===== src/rtl/tank_pkg.sv =====
// Shared definitions for the tank move scheduler: map geometry, tile codes
// and scheduler FSM states.
package tank_pkg;

    localparam int MAP_W = 20;
    localparam int MAP_H = 15;

    typedef logic [3:0] tile_t;

    localparam tile_t FREE_TILE = '0;

    typedef enum logic [2:0] {
        IDLE,
        ISSUE0,
        CHECK0,
        ISSUE1,
        CHECK1,
        DONE
    } state_t;

endpackage


===== src/rtl/tile_addr.sv =====
// Combinational tile address generator: linear map address row*MAP_W+col
// plus an in-range flag for the given coordinates.
module tile_addr #(
    parameter int MAP_W = tank_pkg::MAP_W,
    parameter int MAP_H = tank_pkg::MAP_H
) (
    input  logic [4:0] col,
    input  logic [3:0] row,
    output logic [8:0] addr,
    output logic       in_range
);

    always_comb begin
        in_range = (int'(col) < MAP_W) && (int'(row) < MAP_H);
        addr     = 9'(int'(row) * MAP_W + int'(col));
    end

endmodule


===== src/rtl/move_scheduler.sv =====
// Two-tank move arbiter: checks each requested target tile against the map and
// the other tank, then pulses grant/deny. Define SCHED_FAIR_EN to rotate priority.
module move_scheduler #(
    parameter int MAP_W = tank_pkg::MAP_W,
    parameter int MAP_H = tank_pkg::MAP_H
) (
    input  logic       Clk,
    input  logic       Reset_n,
    input  logic       frame_tick,
    input  logic [1:0] req,
    input  logic [4:0] tgt_col0,
    input  logic [4:0] tgt_col1,
    input  logic [3:0] tgt_row0,
    input  logic [3:0] tgt_row1,
    input  logic [4:0] cur_col0,
    input  logic [4:0] cur_col1,
    input  logic [3:0] cur_row0,
    input  logic [3:0] cur_row1,
    output logic [8:0] map_addr,
    output logic       map_rd,
    input  logic [3:0] map_data,
    output logic [1:0] grant,
    output logic [1:0] deny,
    output logic       busy,
    output logic       prio
);

    import tank_pkg::*;

    state_t     state;
    logic [1:0] req_l;
    logic [4:0] tcol [2];
    logic [3:0] trow [2];
    logic [4:0] ccol [2];
    logic [3:0] crow [2];
    logic       first_pass;
    logic [4:0] fin_col;
    logic [3:0] fin_row;

    // In IDLE the address units look at the live targets so the ISSUE0 read
    // can be registered on the same edge that latches them.
    logic [4:0] scol [2];
    logic [3:0] srow [2];
    logic [8:0] addr [2];
    logic [1:0] in_rng;

    always_comb begin
        scol[0] = (state == IDLE) ? tgt_col0 : tcol[0];
        srow[0] = (state == IDLE) ? tgt_row0 : trow[0];
        scol[1] = (state == IDLE) ? tgt_col1 : tcol[1];
        srow[1] = (state == IDLE) ? tgt_row1 : trow[1];
    end

    tile_addr #(.MAP_W(MAP_W), .MAP_H(MAP_H)) u_addr0 (
        .col(scol[0]), .row(srow[0]), .addr(addr[0]), .in_range(in_rng[0])
    );

    tile_addr #(.MAP_W(MAP_W), .MAP_H(MAP_H)) u_addr1 (
        .col(scol[1]), .row(srow[1]), .addr(addr[1]), .in_range(in_rng[1])
    );

    logic f, s;
    logic tile_free, first_ok, second_ok;

    always_comb begin
        f         = prio;
        s         = ~prio;
        tile_free = (tile_t'(map_data) == FREE_TILE);
        first_ok  = req_l[f] && in_rng[f] && tile_free &&
                    !((tcol[f] == ccol[s]) && (trow[f] == crow[s]));
        second_ok = req_l[s] && in_rng[s] && tile_free &&
                    !((tcol[s] == fin_col) && (trow[s] == fin_row));
    end

    always_ff @(posedge Clk or negedge Reset_n) begin
        if (!Reset_n) begin
            state      <= IDLE;
            req_l      <= '0;
            first_pass <= 1'b0;
            fin_col    <= '0;
            fin_row    <= '0;
            map_rd     <= 1'b0;
            map_addr   <= '0;
            grant      <= '0;
            deny       <= '0;
            busy       <= 1'b0;
            prio       <= 1'b0;
            for (int unsigned i = 0; i < 2; i++) begin
                tcol[i] <= '0;
                trow[i] <= '0;
                ccol[i] <= '0;
                crow[i] <= '0;
            end
        end else begin
            map_rd   <= 1'b0;
            map_addr <= '0;
            grant    <= '0;
            deny     <= '0;
            case (state)
                IDLE: if (frame_tick) begin
                    state   <= ISSUE0;
                    busy    <= 1'b1;
                    req_l   <= req;
                    tcol[0] <= tgt_col0;
                    trow[0] <= tgt_row0;
                    tcol[1] <= tgt_col1;
                    trow[1] <= tgt_row1;
                    ccol[0] <= cur_col0;
                    crow[0] <= cur_row0;
                    ccol[1] <= cur_col1;
                    crow[1] <= cur_row1;
                    if (req[f] && in_rng[f]) begin
                        map_rd   <= 1'b1;
                        map_addr <= addr[f];
                    end
                end
                ISSUE0: state <= CHECK0;
                CHECK0: begin
                    state      <= ISSUE1;
                    first_pass <= first_ok;
                    fin_col    <= first_ok ? tcol[f] : ccol[f];
                    fin_row    <= first_ok ? trow[f] : crow[f];
                    if (req_l[s] && in_rng[s]) begin
                        map_rd   <= 1'b1;
                        map_addr <= addr[s];
                    end
                end
                ISSUE1: state <= CHECK1;
                CHECK1: begin
                    state    <= DONE;
                    grant[f] <= first_pass;
                    deny[f]  <= req_l[f] && !first_pass;
                    grant[s] <= second_ok;
                    deny[s]  <= req_l[s] && !second_ok;
                end
                DONE: begin
                    state <= IDLE;
                    busy  <= 1'b0;
`ifdef SCHED_FAIR_EN
                    if (|req_l)
                        prio <= ~prio;
`else
                    prio <= 1'b0;
`endif
                end
                default: state <= IDLE;
            endcase
        end
    end

endmodule


===== config.mk =====
export PLATFORM = sky130hd
export DESIGN_NAME = move_scheduler
export DESIGN_NICKNAME = d
export VERILOG_FILES = /design/src/rtl/tank_pkg.sv /design/src/rtl/tile_addr.sv /design/src/rtl/move_scheduler.sv
export SDC_FILE = /design/constraint.sdc
export NUM_CORES = 1
export LEC_CHECK = 0
export CORE_MARGIN = 4
export CORE_UTILIZATION = 59
export CTS_BUF_LIST = sky130_fd_sc_hd__clkbuf_4
export CTS_CLUSTER_DIAMETER = 40
export DETAILED_ROUTE_END_ITERATION = 8
export GPL_ROUTABILITY_DRIVEN = 0
export PLACE_DENSITY = 0.93
export SYNTH_ARGS = -nofsm -noshare
export SYNTH_HDL_FRONTEND = slang
export SYNTH_SLANG_ARGS = --single-unit

===== constraint.sdc =====
create_clock -name Clk -period 7.45 [get_ports Clk]
set_clock_uncertainty 0.1 [all_clocks]
set_input_delay 1.49 -clock Clk [delete_from_list [all_inputs] [get_ports Clk]]
set_output_delay 1.49 -clock Clk [all_outputs]
set_load 0.02 [all_outputs]

**Word level (Yosys, flattened, before mapping)**

Cells that the tools add are included.

- Flip-flop bits (word level): 66
- Output and inout bits: 16

- $add $sub $neg: 2
- Multipliers: 2
- Order comparisons: 4
- Equality and inequality tests: 10
- Mux-type cells: 20
- Reduce and logical (&&, ||, !) cells: 22

Operators by type and width:

| kind | count |
|---|---|
| $mux 9 | 3 |
| $add 9x6->9 | 2 |
| $pmux 9 s2 | 1 |
| $mux 5 | 3 |
| $pmux 3 s5 | 1 |
| $mul 4x3->7 const B | 2 |
| $logic_and 1x1->1 | 13 |
| $mux 4 | 3 |
| $eq 5x5->1 | 2 |
| $lt 5x5->1 const B | 2 |
| $eq 4x4->1 | 2 |
| $lt 4x4->1 const B | 2 |
| $eq 3x2->1 const B | 2 |
| $eq 3x3->1 const B | 2 |
| $logic_not 1->1 | 4 |
| $logic_not 4->1 | 1 |
| $mux 1 | 4 |
| $mux 2 | 2 |
| $pmux 1 s2 | 2 |
| $reduce_and 2->1 | 2 |
| $eq 3x1->1 const B | 1 |
| $logic_not 3->1 | 1 |
| $mux 3 | 1 |
| $ne 2x2->1 const B | 1 |
| $reduce_bool 2->1 | 1 |

**Depth between registers and ports, before layout**

Gate-level depths: netlist of the first run.

- Word-level depth: 10
- Depth in mapped cells: 15
- Depth with buffers taken out: 12

**By module**

Synthesis of the first run repeated with hierarchy kept, for this count alone.

- Cells, all modules: 334
- Area, all modules: 3,872.5 um^2

By module, submodules not included:

| module | instances | cells an instance | area an instance (um^2) | sequential area each (um^2) |
|---|---|---|---|---|
| move_scheduler | 1 | 265 | 3,266.9 | 1,651.6 |
| tile_addr (u_addr0) | 1 | 35 | 315.3 | 0.0 |
| tile_addr (u_addr1) | 1 | 34 | 290.3 | 0.0 |

**Worst setup path after synthesis of the first run**

OpenSTA, ideal clock, no wires.

- Kind: input to register
- Start point: input tgt_row0[3]
- End point: register map_addr[8]
- Arrival time: 3,390 ps
- Required time: 7,259 ps
- Path slack: 3,870 ps
- Cell stages on the path: 10
- Buffers on the path: 0
- Cells stage by stage: mux2i_4 -> xnor2_1 -> ha_1 -> inv_1 -> fa_1 -> nand2b_1 -> nor2_1 -> mux2_2 -> a2bb2oi_1 -> o22ai_1

- Cells in the longest elaborated chain, start to end: 7

Ends and longest elaborated chain:

| item | RTL line | source |
|---|---|---|
| start, declared | move_scheduler.sv:13 | `input logic [3:0] tgt_row0,` |
| $mux 4 (*) | move_scheduler.sv:49 | `srow[0] = (state == IDLE) ? tgt_row0 : trow[0];` |
| parallel branches: the longest is 3 deep, another holds $add 9x6->9 | - |  |
| $mux 9 (*) | move_scheduler.sv:112 | `if (req[f] && in_rng[f]) begin` |
| $mux 9 (*) | move_scheduler.sv:100 | `IDLE: if (frame_tick) begin` |
| $pmux 9 s2 (*) | move_scheduler.sv:99 | `case (state)` |
| end signal, assigned | move_scheduler.sv:114 | `map_addr <= addr[f];` |
| end signal, assigned | move_scheduler.sv:125 | `map_addr <= addr[s];` |
| end, declared | move_scheduler.sv:19 | `output logic [8:0] map_addr,` |

Every way passes the cells marked *.
A chain may end at the register's enable or synchronous reset.

**Worst setup path in the final report of the first run**

Ends and elaborated chain as after synthesis.

==> impl_metrics.py, run 1 <==
metrics = {
    "min_path": {
        "hold_depth": 1,
        "worstHoldPathType": "reg2reg",
        "whs_endpoint": "deny[0]$_DFF_PN0_",
        "hp-start": "first_pass$_DFFE_PN0P_",
    },
    "power_and_ir_drop": {
        "total_leakage_power_nw": 1.900,
        "power_density_nw_per_um2": 480.6,
        "power_w": 0.002090,
        "ir_drop_v": 0.0003148,
    },
    "timing": {
        "fmax_mhz": 255.3,
        "setup_tns_ns": 0,
        "period_needed_ns": 3.918,
        "setup_violations": 0,
        "worst_slew_pin_slew_ns": 0.8194,
        "slew_headroom_pct": 45.37,
        "period_share_pct": 52.59,
        "hold_viol_final": 0,
        "rsz0062_at_grt": "false",
        "slew_viol_final": 0,
    },
    "worst_setup_path": {
        "reg2reg_from": "state[2]$_DFFE_PN0P_",
        "cp_max_fo": 4,
        "path_buf_inv": 2,
        "critical_path_class": "in2reg",
        "worstPathRequired_ns": 7.66,
        "critPathTopFamily": "multiplexers",
        "cp-start-kind": "input port",
        "rr_endpoint": "map_addr[8]$_DFF_PN0_",
        "crit_path_cell_trace": "clkdlybuf4s50_1 > mux2i_4 > xnor2_1 > ha_1 > inv_1 > fa_1 > nand2b_1 > nor2_1 > mux2_2 > a2bb2oi_1 > o22ai_1",
        "cpMaxStageDelayCell": "clkdlybuf4s50_1",
        "r2r_cells": 11,
        "critPathMaxStageDelay_ns": 0.50,
        "r2r_setup_slack_ns": 3.81,
        "worstPathArrival_ns": 4.13,
        "end_kind": "flip-flop",
    },
    "clock_tree": {
        "cts_resized": 0,
        "post_cts_buffers": 0,
        "cts-buffers-inserted": 9,
        "cts_sinks": 66,
        "htree_num_levels": 3,
        "root_buffer": "clkbuf_4",
        "clk_path_buf_depth": 2,
        "postCtsHoldBufs": 0,
        "clk_pin_slew_ns": 0.11,
        "clk_latency_ns": 0.41,
        "cts_tree": "yes",
    },
    "final_layout": {
        "register_area_um2": 1652,
        "nets": 469,
        "n_fill_cell": 399,
        "syn2layout_area_growth_pct": 20.49,
        "multi_input_area_um2": 1814,
        "layout_common_cells": "66 x dfrtp_1, 58 x clkdlybuf4s50_1, 44 x nand2_1",
        "final_common_cell": "dfrtp_1",
        "num_antenna_cells": 0,
        "drive_gt1_share_pct": 14.04,
    },
    "route": {
        "wire_per_inst_um": 17.28,
        "dr.pass1.iters": 4,
        "remaining_drc_errors": 0,
        "num_vias": 2925,
        "drt_iter0_drc": 250,
        "vias_per_cell": 5.994,
        "postRouteAntennaNets": 0,
        "wl_um": 8433,
    },
    "logic_synthesis": {
        "ys_warn_count": 0,
        "synthCells": 350,
        "avgSynthCellArea_um2": 10.31,
        "syn_nets": 411,
        "dominantRegCellSynth": "dfrtp_1",
        "syn-cell-area_um2": 3610,
        "synth_edf_count": 0,
        "synthDistinctLibCells": 43,
        "synth-async-reset-ratio_pct": 100.0,
        "synth_seq_cells": 66,
        "ys_seq_area_share_pct": 45.75,
    },
    "floorplanning": {
        "ios": 61,
        "row_count": 28,
        "die_x_um": 86.22,
        "fp.coreArea_um2": 5921,
        "dieArea_um2": 7434,
        "die-height_um": 86.22,
        "initial_utilization_pct": 60.97,
    },
    "global_routing": {
        "grtUsageMet2_pct": 40.85,
        "top_usage_layer": "met2",
        "antenna_found_initial": 0,
        "grt_usage_pct": 24.19,
        "met1_usage_pct": 29.55,
        "grt_pass1_wl_um": 13920,
        "grt_overflow": 0,
        "use_met3_pct": 4.468,
        "grt_max_degree": 67,
        "grt_pass1_vias": 3012,
    },
    "placement": {
        "port_buffers": 59,
        "dp_hpwl_um": 6248,
    },
    "status": {
        "outcome": "finished clean",
    },
    "job": {
        "drv_cap": 0,
    },
}
## metrics by stage
step           area, um2  cells  hold WS, ns  setup WS, ns  util [%]
2_1_floorplan       3610    350       0.3217         3.870         -
3_3_place_gp        4235    472       0.3452         3.268     71.53
3_5_place_dp        4235    472       0.3555         3.136     71.53
4_1_cts             4349    488       0.3722         3.566     73.46
5_1_grt             4349    488       0.4023         3.339     73.46
6_report            4349    488       0.3663         3.532     73.46
## power breakdown
group          internal (W)  switching, W  leakage, nW
Sequential         0.000518      0.000157        0.805
Combinational      0.000573      0.000642         1.05
Clock             0.0000664      0.000135       0.0492
Total               0.00116      0.000933         1.90
## cells by family after synthesis
kind of cell	Yosys count	share of synthesized area, %
AND/OR/NAND/NOR	95	11.89
flip-flops	66	45.75
AO/OA/AOI/OAI	66	10.78
XOR/XNOR	31	7.730
multiplexers	42	13.24
other	1	0.1039
buffers and inverters	33	4.124
adder cells (fa/ha/maj)	16	6.378
## worst max path at each step
stage | start | to | slack, ns | cells after the start
6_report | tgt_row0[3] | map_addr[8]$_DFF_PN0_ | 3.53 | 11
5_1_grt | tgt_row1[3] | map_addr[7]$_DFF_PN0_ | 3.34 | 10
4_1_cts | tgt_row0[3] | map_addr[8]$_DFF_PN0_ | 3.57 | 11
3_5_place_dp | tgt_row0[3] | map_addr[8]$_DFF_PN0_ | 3.14 | 11
3_3_place_gp | tgt_row0[3] | map_addr[8]$_DFF_PN0_ | 3.27 | 11
2_1_floorplan | tgt_row0[3] | map_addr[8]$_DFF_PN0_ | 3.87 | 10
## sequential cells by signal, summed over array words and instances (netlist names), 3 cells and up
register / count
ccol: 10
fin_row: 4
tcol: 10
fin_col: 5
crow: 8
map_addr: 9
trow: 8
state: 3
## final cells by class
cell class | instances | share of cell area, %
Tap cell | 75 | 2.158
Timing Repair Buffer | 62 | 13.98
Multi-Input combinational cell | 251 | 41.71
Clock buffer | 9 | 1.554
Clock inverter | 7 | 1.064
Inverter | 18 | 1.554
Sequential cell | 66 | 37.97
## cell usage after synthesis (2+ instances only)
| cell | n | share of area [%] |
|---|---|---|
| nand4_1 | 6 | 1.0 |
| and2_1 | 2 | 0.35 |
| a21oi_1 | 15 | 2.1 |
| fa_1 | 4 | 2.2 |
| mux2_2 | 36 | 11 |
| ha_1 | 12 | 4.2 |
| nor4_1 | 3 | 0.52 |
| nor3b_1 | 2 | 0.42 |
| mux2i_1 | 5 | 1.4 |
| nor2_1 | 19 | 2.0 |
| o21ai_0 | 21 | 2.9 |
| a21o_1 | 3 | 0.62 |
| o21a_1 | 3 | 0.62 |
| nand3_1 | 8 | 1.1 |
| inv_1 | 18 | 1.9 |
| and3_1 | 2 | 0.35 |
| o22ai_1 | 8 | 1.4 |
| nor3_1 | 4 | 0.55 |
| dfrtp_1 | 66 | 46 |
| clkbuf_1 | 6 | 0.62 |
| buf_2 | 5 | 0.69 |
| a31oi_1 | 9 | 1.6 |
| buf_6 | 2 | 0.62 |
| nand2_1 | 44 | 4.6 |
| xor2_1 | 19 | 4.6 |
| xnor2_1 | 11 | 2.7 |
## routing by layer
| metal | share of wire [%] | up-vias |
|---|---|---|
| li1 | - | 1327 |
| met1 | 39 | 1438 |
| met2 | 50 | 133 |
| met3 | 7.5 | 27 |
| met4 | 2.8 | 0 |
| met5 | 0 | - |
Note: power is estimated with default switching activity, not from simulation.
==> run 2, diff against run 1 <==
--- a/config.mk
+++ b/config.mk
@@ -6,12 +6,12 @@
 export NUM_CORES = 1
 export LEC_CHECK = 0
 export CORE_MARGIN = 4
-export CORE_UTILIZATION = 59
+export CORE_UTILIZATION = 50
 export CTS_BUF_LIST = sky130_fd_sc_hd__clkbuf_4
 export CTS_CLUSTER_DIAMETER = 40
 export DETAILED_ROUTE_END_ITERATION = 8
 export GPL_ROUTABILITY_DRIVEN = 0
-export PLACE_DENSITY = 0.93
+export PLACE_DENSITY = 0.85
 export SYNTH_ARGS = -nofsm -noshare
 export SYNTH_HDL_FRONTEND = slang
 export SYNTH_SLANG_ARGS = --single-unit
==> constraint.sdc (replaced) <==
create_clock -name Clk -period 3.4 [get_ports Clk]
set_clock_uncertainty 0.1 [all_clocks]
set_input_delay 0.68 -clock Clk [delete_from_list [all_inputs] [get_ports Clk]]
set_output_delay 0.68 -clock Clk [all_outputs]
set_load 0.02 [all_outputs]
==> impl_metrics.py, run 2 (synthesized netlist as in run 1, its figures left out) <==
metrics = {
    "job": {
        "drv_cap": 0,
    },
    "worst_setup_path": {
        "critical_path_class": "reg2reg",
        "worstPathRequired_ns": 3.64,
        "cpMaxStageDelayCell": "or3_1",
        "critPathMaxStageDelay_ns": 0.54,
        "cp_max_fo": 5,
        "cp-start-kind": "flip-flop",
        "worstPathArrival_ns": 3.41,
        "crit_path_cell_trace": "or3_1 > nand2_1 > nand2_1 > ha_1 > ha_1 > inv_1 > fa_1 > nand2b_1 > nor2_1 > mux2_2 > a2bb2oi_1 > o22ai_1",
        "end_kind": "flip-flop",
    },
    "status": {
        "outcome": "finished clean",
    },
    "route": {
        "wire_per_inst_um": 16.50,
        "vias_per_cell": 5.443,
        "wl_um": 8563,
        "drt_iter0_drc": 180,
        "dr.pass1.iters": 4,
        "remaining_drc_errors": 0,
        "postRouteAntennaNets": 0,
        "num_vias": 2825,
    },
    "final_layout": {
        "reg_top3": "ccol (10), tcol (10), map_addr (9)",
        "utilization_pct": 65.13,
        "num_antenna_cells": 0,
        "drive_gt1_share_pct": 16.31,
        "syn2layout_area_growth_pct": 24.61,
        "final_common_cell": "dfrtp_1",
        "layout_common_cells": "66 x dfrtp_1, 58 x clkdlybuf4s50_1, 44 x nand2_1",
        "nets": 479,
    },
    "clock_tree": {
        "postCtsHoldBufs": 0,
        "clk_path_buf_depth": 2,
        "htree_num_levels": 3,
        "post_cts_buffers": 0,
        "root_buffer": "clkbuf_4",
        "cts_tree": "yes",
        "clk_latency_ns": 0.42,
        "clk_pin_slew_ns": 0.11,
        "cts_resized": 0,
        "cts_sinks": 66,
        "cts-buffers-inserted": 9,
    },
    "timing": {
        "worst_slack_ns": 0.2285,
        "rsz0062_at_grt": "false",
        "slew_viol_final": 0,
        "hold_slack_ns": 0.3390,
        "worst_slew_pin_slew_ns": 0.8460,
        "setup_violations": 0,
        "hold_viol_final": 0,
        "fmax_mhz": 315.3,
        "period_needed_ns": 3.171,
        "slew_headroom_pct": 43.60,
        "period_share_pct": 93.28,
    },
    "placement": {
        "place_ws_ns": -0.02177,
        "dp_hpwl_um": 6427,
        "port_buffers": 59,
    },
    "power_and_ir_drop": {
        "ir_drop_v": 0.0005703,
        "total_leakage_power_nw": 1.990,
        "power_density_nw_per_um2": 1072,
        "p_clk_share_pct": 12.6,
        "internal_power_w": 0.002795,
        "sw_frac_of_total_pct": 42.02,
        "seqPwrFrac_pct": 30.0,
        "p_sw_w": 0.002025,
        "pwr-share-comb_pct": 57.4,
    },
    "global_routing": {
        "grt_pass1_wl_um": 14490,
        "grt_usage_pct": 21.57,
        "grt_overflow": 0,
        "grt_max_degree": 67,
        "grt_pass1_vias": 3032,
        "antenna_found_initial": 0,
    },
    "floorplanning": {
        "row_count": 30,
        "die_x_um": 92.97,
        "initial_utilization_pct": 52.26,
        "dieArea_um2": 8642,
        "ios": 61,
        "die-height_um": 92.97,
        "fp.coreArea_um2": 6907,
    },
    "min_path": {
        "worstHoldPathType": "in2async",
    },
}
[run 2: area by class of cell]
type / instances / area, um2
clock buffers: 13 / 97.59
flip-flops and latches: 66 / 1652
multi-input cells: 251 / 1814
inverters: 18 / 67.56
well taps: 96 / 120.1
fillers: 569 / 2409
repair buffers: 72 / 683.2
clock inverters: 3 / 63.81
[run 2: path summary, 6_finish.rpt]
check                      slack (ns)                    end  cells past startpoint                    from
setup / recovery                 0.23  map_addr[8]$_DFF_PN0_                     12    state[2]$_DFFE_PN0P_
hold / removal                   0.34    trow[4]$_DFFE_PN0P_                      2                 Reset_n
setup reg to reg                 0.23  map_addr[8]$_DFF_PN0_                     12    state[2]$_DFFE_PN0P_
hold reg to reg                  0.37      deny[0]$_DFF_PN0_                      1  first_pass$_DFFE_PN0P_
max in group asynchronous        2.30    ccol[4]$_DFFE_PN0P_                      2                 Reset_n
min in group Clk                 0.37      deny[0]$_DFF_PN0_                      1  first_pass$_DFFE_PN0P_
[run 2: stage by stage]
step           power, W  area [um2]   TNS, ns  instances
2_1_floorplan  0.003418        3610         0        350
3_3_place_gp   0.004049        4337         0        503
3_5_place_dp   0.004181        4337  -0.02177        503
4_1_cts        0.004816        4498         0        519
5_1_grt        0.005252        4498         0        519
6_report       0.004820        4498         0        519
[run 2: routing by layer]
| metal | part of all wire, % | track usage, % |
|---|---|---|
| met1 | 44 | 27.73 |
| met2 | 48 | 34.25 |
| met3 | 6.7 | 5.686 |
| met4 | 1.8 | 9.402 |
| met5 | 0 | 0 |
[run 2: power by group through the flow]
stage	Combinational [W]	Sequential [W]	Clock (W)
after detailed placement	0.00272	0.00146	0
after CTS	0.00276	0.00144	0.000611
after global routing	0.00311	0.00149	0.000648
after global placement	0.00261	0.00144	0
after floorplan	0.00200	0.00142	0
final	0.00277	0.00145	0.000605
[run 2: worst max-delay path, delay by kind of cell, from the launching register on]
kind                       cells  cell delay (ns)
buffers and inverters          1             0.07
DFF                            1             0.43
and+or+nand+nor                5             1.07
adders and majority gates      3             0.81
muxes                          1             0.35
AOI/OAI and AO/OA              2             0.27
==> run 3, diff against run 2 <==
--- a/config.mk
+++ b/config.mk
@@ -11,7 +11,8 @@
 export CTS_CLUSTER_DIAMETER = 40
 export DETAILED_ROUTE_END_ITERATION = 8
 export GPL_ROUTABILITY_DRIVEN = 0
-export PLACE_DENSITY = 0.85
+export PLACE_DENSITY = 0.84
 export SYNTH_ARGS = -nofsm -noshare
 export SYNTH_HDL_FRONTEND = slang
+export SYNTH_HIERARCHICAL = 1
 export SYNTH_SLANG_ARGS = --single-unit
==> impl_metrics.py, run 3 <==
metrics = {
    "route": {
        "dr.pass1.iters": 4,
        "wire_per_inst_um": 17.10,
        "drt_iter0_drc": 225,
        "postRouteAntennaNets": 0,
        "num_vias": 2863,
        "vias_per_cell": 5.784,
        "wl_um": 8465,
        "remaining_drc_errors": 0,
    },
    "floorplanning": {
        "initial_utilization_pct": 52.27,
        "fp.coreArea_um2": 7408,
        "die-height_um": 96.01,
        "row_count": 31,
        "die_x_um": 96.01,
        "ios": 61,
        "dieArea_um2": 9217,
    },
    "logic_synthesis": {
        "ys_warn_count": 6,
        "synth.most_common_cell": "dfrtp_1",
        "yosysTopAreaCell": "dfrtp_1",
        "synth_seq_cells": 66,
        "dominantRegCellSynth": "dfrtp_1",
        "synth_top_area_share_pct": 42.65,
        "avgSynthCellArea_um2": 11.59,
        "synthCells": 334,
        "syn_nets": 397,
        "synthDistinctLibCells": 55,
        "syn-cell-area_um2": 3872,
        "synth-async-reset-ratio_pct": 100.0,
        "synth_edf_count": 0,
        "yosys-top-cells-area": "dfrtp_1 43%, mux2_2 10%, mux2_1 5.8%, ha_1 4.5%, xnor2_1 4.3%",
        "ys_seq_area_share_pct": 42.65,
        "synth_common_cells": "66 x dfrtp_1, 36 x mux2_2, 20 x mux2_1, 20 x nand2_1, 19 x xnor2_1",
    },
    "worst_setup_path": {
        "cp_max_fo": 19,
        "worstPathArrival_ns": 3.47,
        "cp_common_cell": "ha_1",
        "end_kind": "flip-flop",
        "worstPathRequired_ns": 3.61,
        "critPathTopFamily": "adder cells",
        "critPathMaxStageDelay_ns": 0.53,
        "crit_path_cell_trace": "nor3_4 > buf_12 > mux2_2 > ha_1 > ha_1 > fa_1 > nand2_1 > o21bai_4 > mux2i_1 > o22ai_1 > a22o_1",
        "path_buf_inv": 1,
        "critical_path_class": "reg2reg",
        "cp-start-kind": "flip-flop",
        "cpMaxStageDelayCell": "fa_1",
    },
    "status": {
        "outcome": "finished clean",
    },
    "global_routing": {
        "grt_overflow": 0,
        "grt_pass1_vias": 2863,
        "antenna_found_initial": 0,
        "grt_max_degree": 43,
        "grt_pass1_wl_um": 13880,
        "grt_usage_pct": 20.00,
    },
    "final_layout": {
        "final_common_cell": "dfrtp_1",
        "layout_common_cells": "66 x dfrtp_1, 58 x clkdlybuf4s50_1, 36 x mux2_2",
        "reg_top3": "ccol (10), tcol (10), map_addr (9)",
        "utilization_pct": 62.68,
        "syn2layout_area_growth_pct": 19.90,
        "num_antenna_cells": 0,
        "nets": 454,
        "drive_gt1_share_pct": 18.69,
    },
    "timing": {
        "period_share_pct": 95.80,
        "slew_headroom_pct": 49.51,
        "slew_viol_final": 0,
        "hold_viol_final": 0,
        "period_needed_ns": 3.257,
        "setup_violations": 0,
        "worst_slew_pin_slew_ns": 0.7540,
        "fmax_mhz": 307.0,
        "rsz0062_at_grt": "false",
    },
    "clock_tree": {
        "clk_path_buf_depth": 2,
        "postCtsHoldBufs": 0,
        "clk_latency_ns": 0.41,
        "cts_tree": "yes",
        "cts-buffers-inserted": 9,
        "post_cts_buffers": 0,
        "root_buffer": "clkbuf_4",
        "htree_num_levels": 3,
        "cts_resized": 0,
        "clk_pin_slew_ns": 0.10,
        "cts_sinks": 66,
    },
    "power_and_ir_drop": {
        "ir_drop_v": 0.0004192,
        "power_density_nw_per_um2": 1072,
        "total_leakage_power_nw": 1.954,
        "power_w": 0.004976,
    },
    "placement": {
        "dp_hpwl_um": 6358,
        "port_buffers": 59,
    },
    "min_path": {
        "worstHoldPathType": "in2async",
    },
    "job": {
        "drv_cap": 0,
    },
}
run 3: cell types whose count changed after synthesis, sizes merged, moves of 10 or more:
cell	delta
xor2	-10
nand2	-24
buf	+10
a21oi	-10
o21ai	-14
mux2	+20
run 3: final timing paths:
kind,from,end,slack (ns),cells past startpoint
max,state[2]$_DFFE_PN0P_,map_addr[8]$_DFF_PN0_,0.14,11
min,Reset_n,map_rd$_DFF_PN0_,0.14,1
max reg2reg,state[2]$_DFFE_PN0P_,map_addr[8]$_DFF_PN0_,0.14,11
min reg2reg,first_pass$_DFFE_PN0N_,deny[0]$_DFF_PN0_,0.39,1
max in group asynchronous,Reset_n,fin_col[3]$_DFFE_PN0N_,2.12,2
min in group Clk,first_pass$_DFFE_PN0N_,deny[0]$_DFF_PN0_,0.39,1
run 3: worst register-to-register path, cell delays in order (launching register included):
cell and delay, ns:
dfrtp_1 0.42, nor3_4 0.22, buf_12 0.19, mux2_2 0.40
ha_1 0.31, ha_1 0.23, fa_1 0.54, nand2_1 0.10
o21bai_4 0.18, mux2i_1 0.16, o22ai_1 0.10, a22o_1 0.21
run 3: power by group:
group          switching [W]  internal, W  leakage (nW)
combinational        0.00153      0.00147          1.06
clock               0.000263     0.000256        0.0818
sequential          0.000321      0.00113         0.817
total                0.00212      0.00286          1.95
run 3: layout make-up:
cell class	instances	area, um2
flip-flops and latches	66	1652
well taps	99	123.9
clock buffers	13	97.59
fillers	574	2765
inverters	9	33.78
repair buffers	67	658.1
clock inverters	3	40.04
multi-input cells	238	2038
run 3: cell families after synthesis:
family / Yosys count / share of synthesized area [%]
xor gates and xnor gates: 29 / 6.559
buffers and inverters: 30 / 4.717
and+or+nand+nor: 79 / 11.86
adders and majority gates: 18 / 6.591
other: 1 / 0.09684
muxes: 57 / 16.54
DFF: 66 / 42.65
AOI/OAI and AO/OA: 54 / 10.99
run 3: routing by layer:
| metal | vias up | global-route usage, % | wire length (um) |
|---|---|---|---|
| met1 | 1391 | 25.13 | 3459 |
| met5 | - | 0 | 0 |
| met2 | 106 | 32.49 | 4096 |
| li1 | 1337 | - | - |
| met3 | 29 | 3.518 | 610 |
| met4 | 0 | 11.14 | 300 |
run 3: per-stage QoR:
stage               setup WS (ns)  area [um2]  cells  hold WS, ns  TNS (ns)
floorplan                 0.03659        3872    334       0.2844         0
finish                     0.1428        4643    495       0.1425         0
global route              0.02339        4643    495       0.1753         0
detailed placement       -0.02430        4506    479       0.3877  -0.02430
CTS                        0.1584        4643    495       0.1562         0
global placement          0.05834        4506    479       0.3751         0
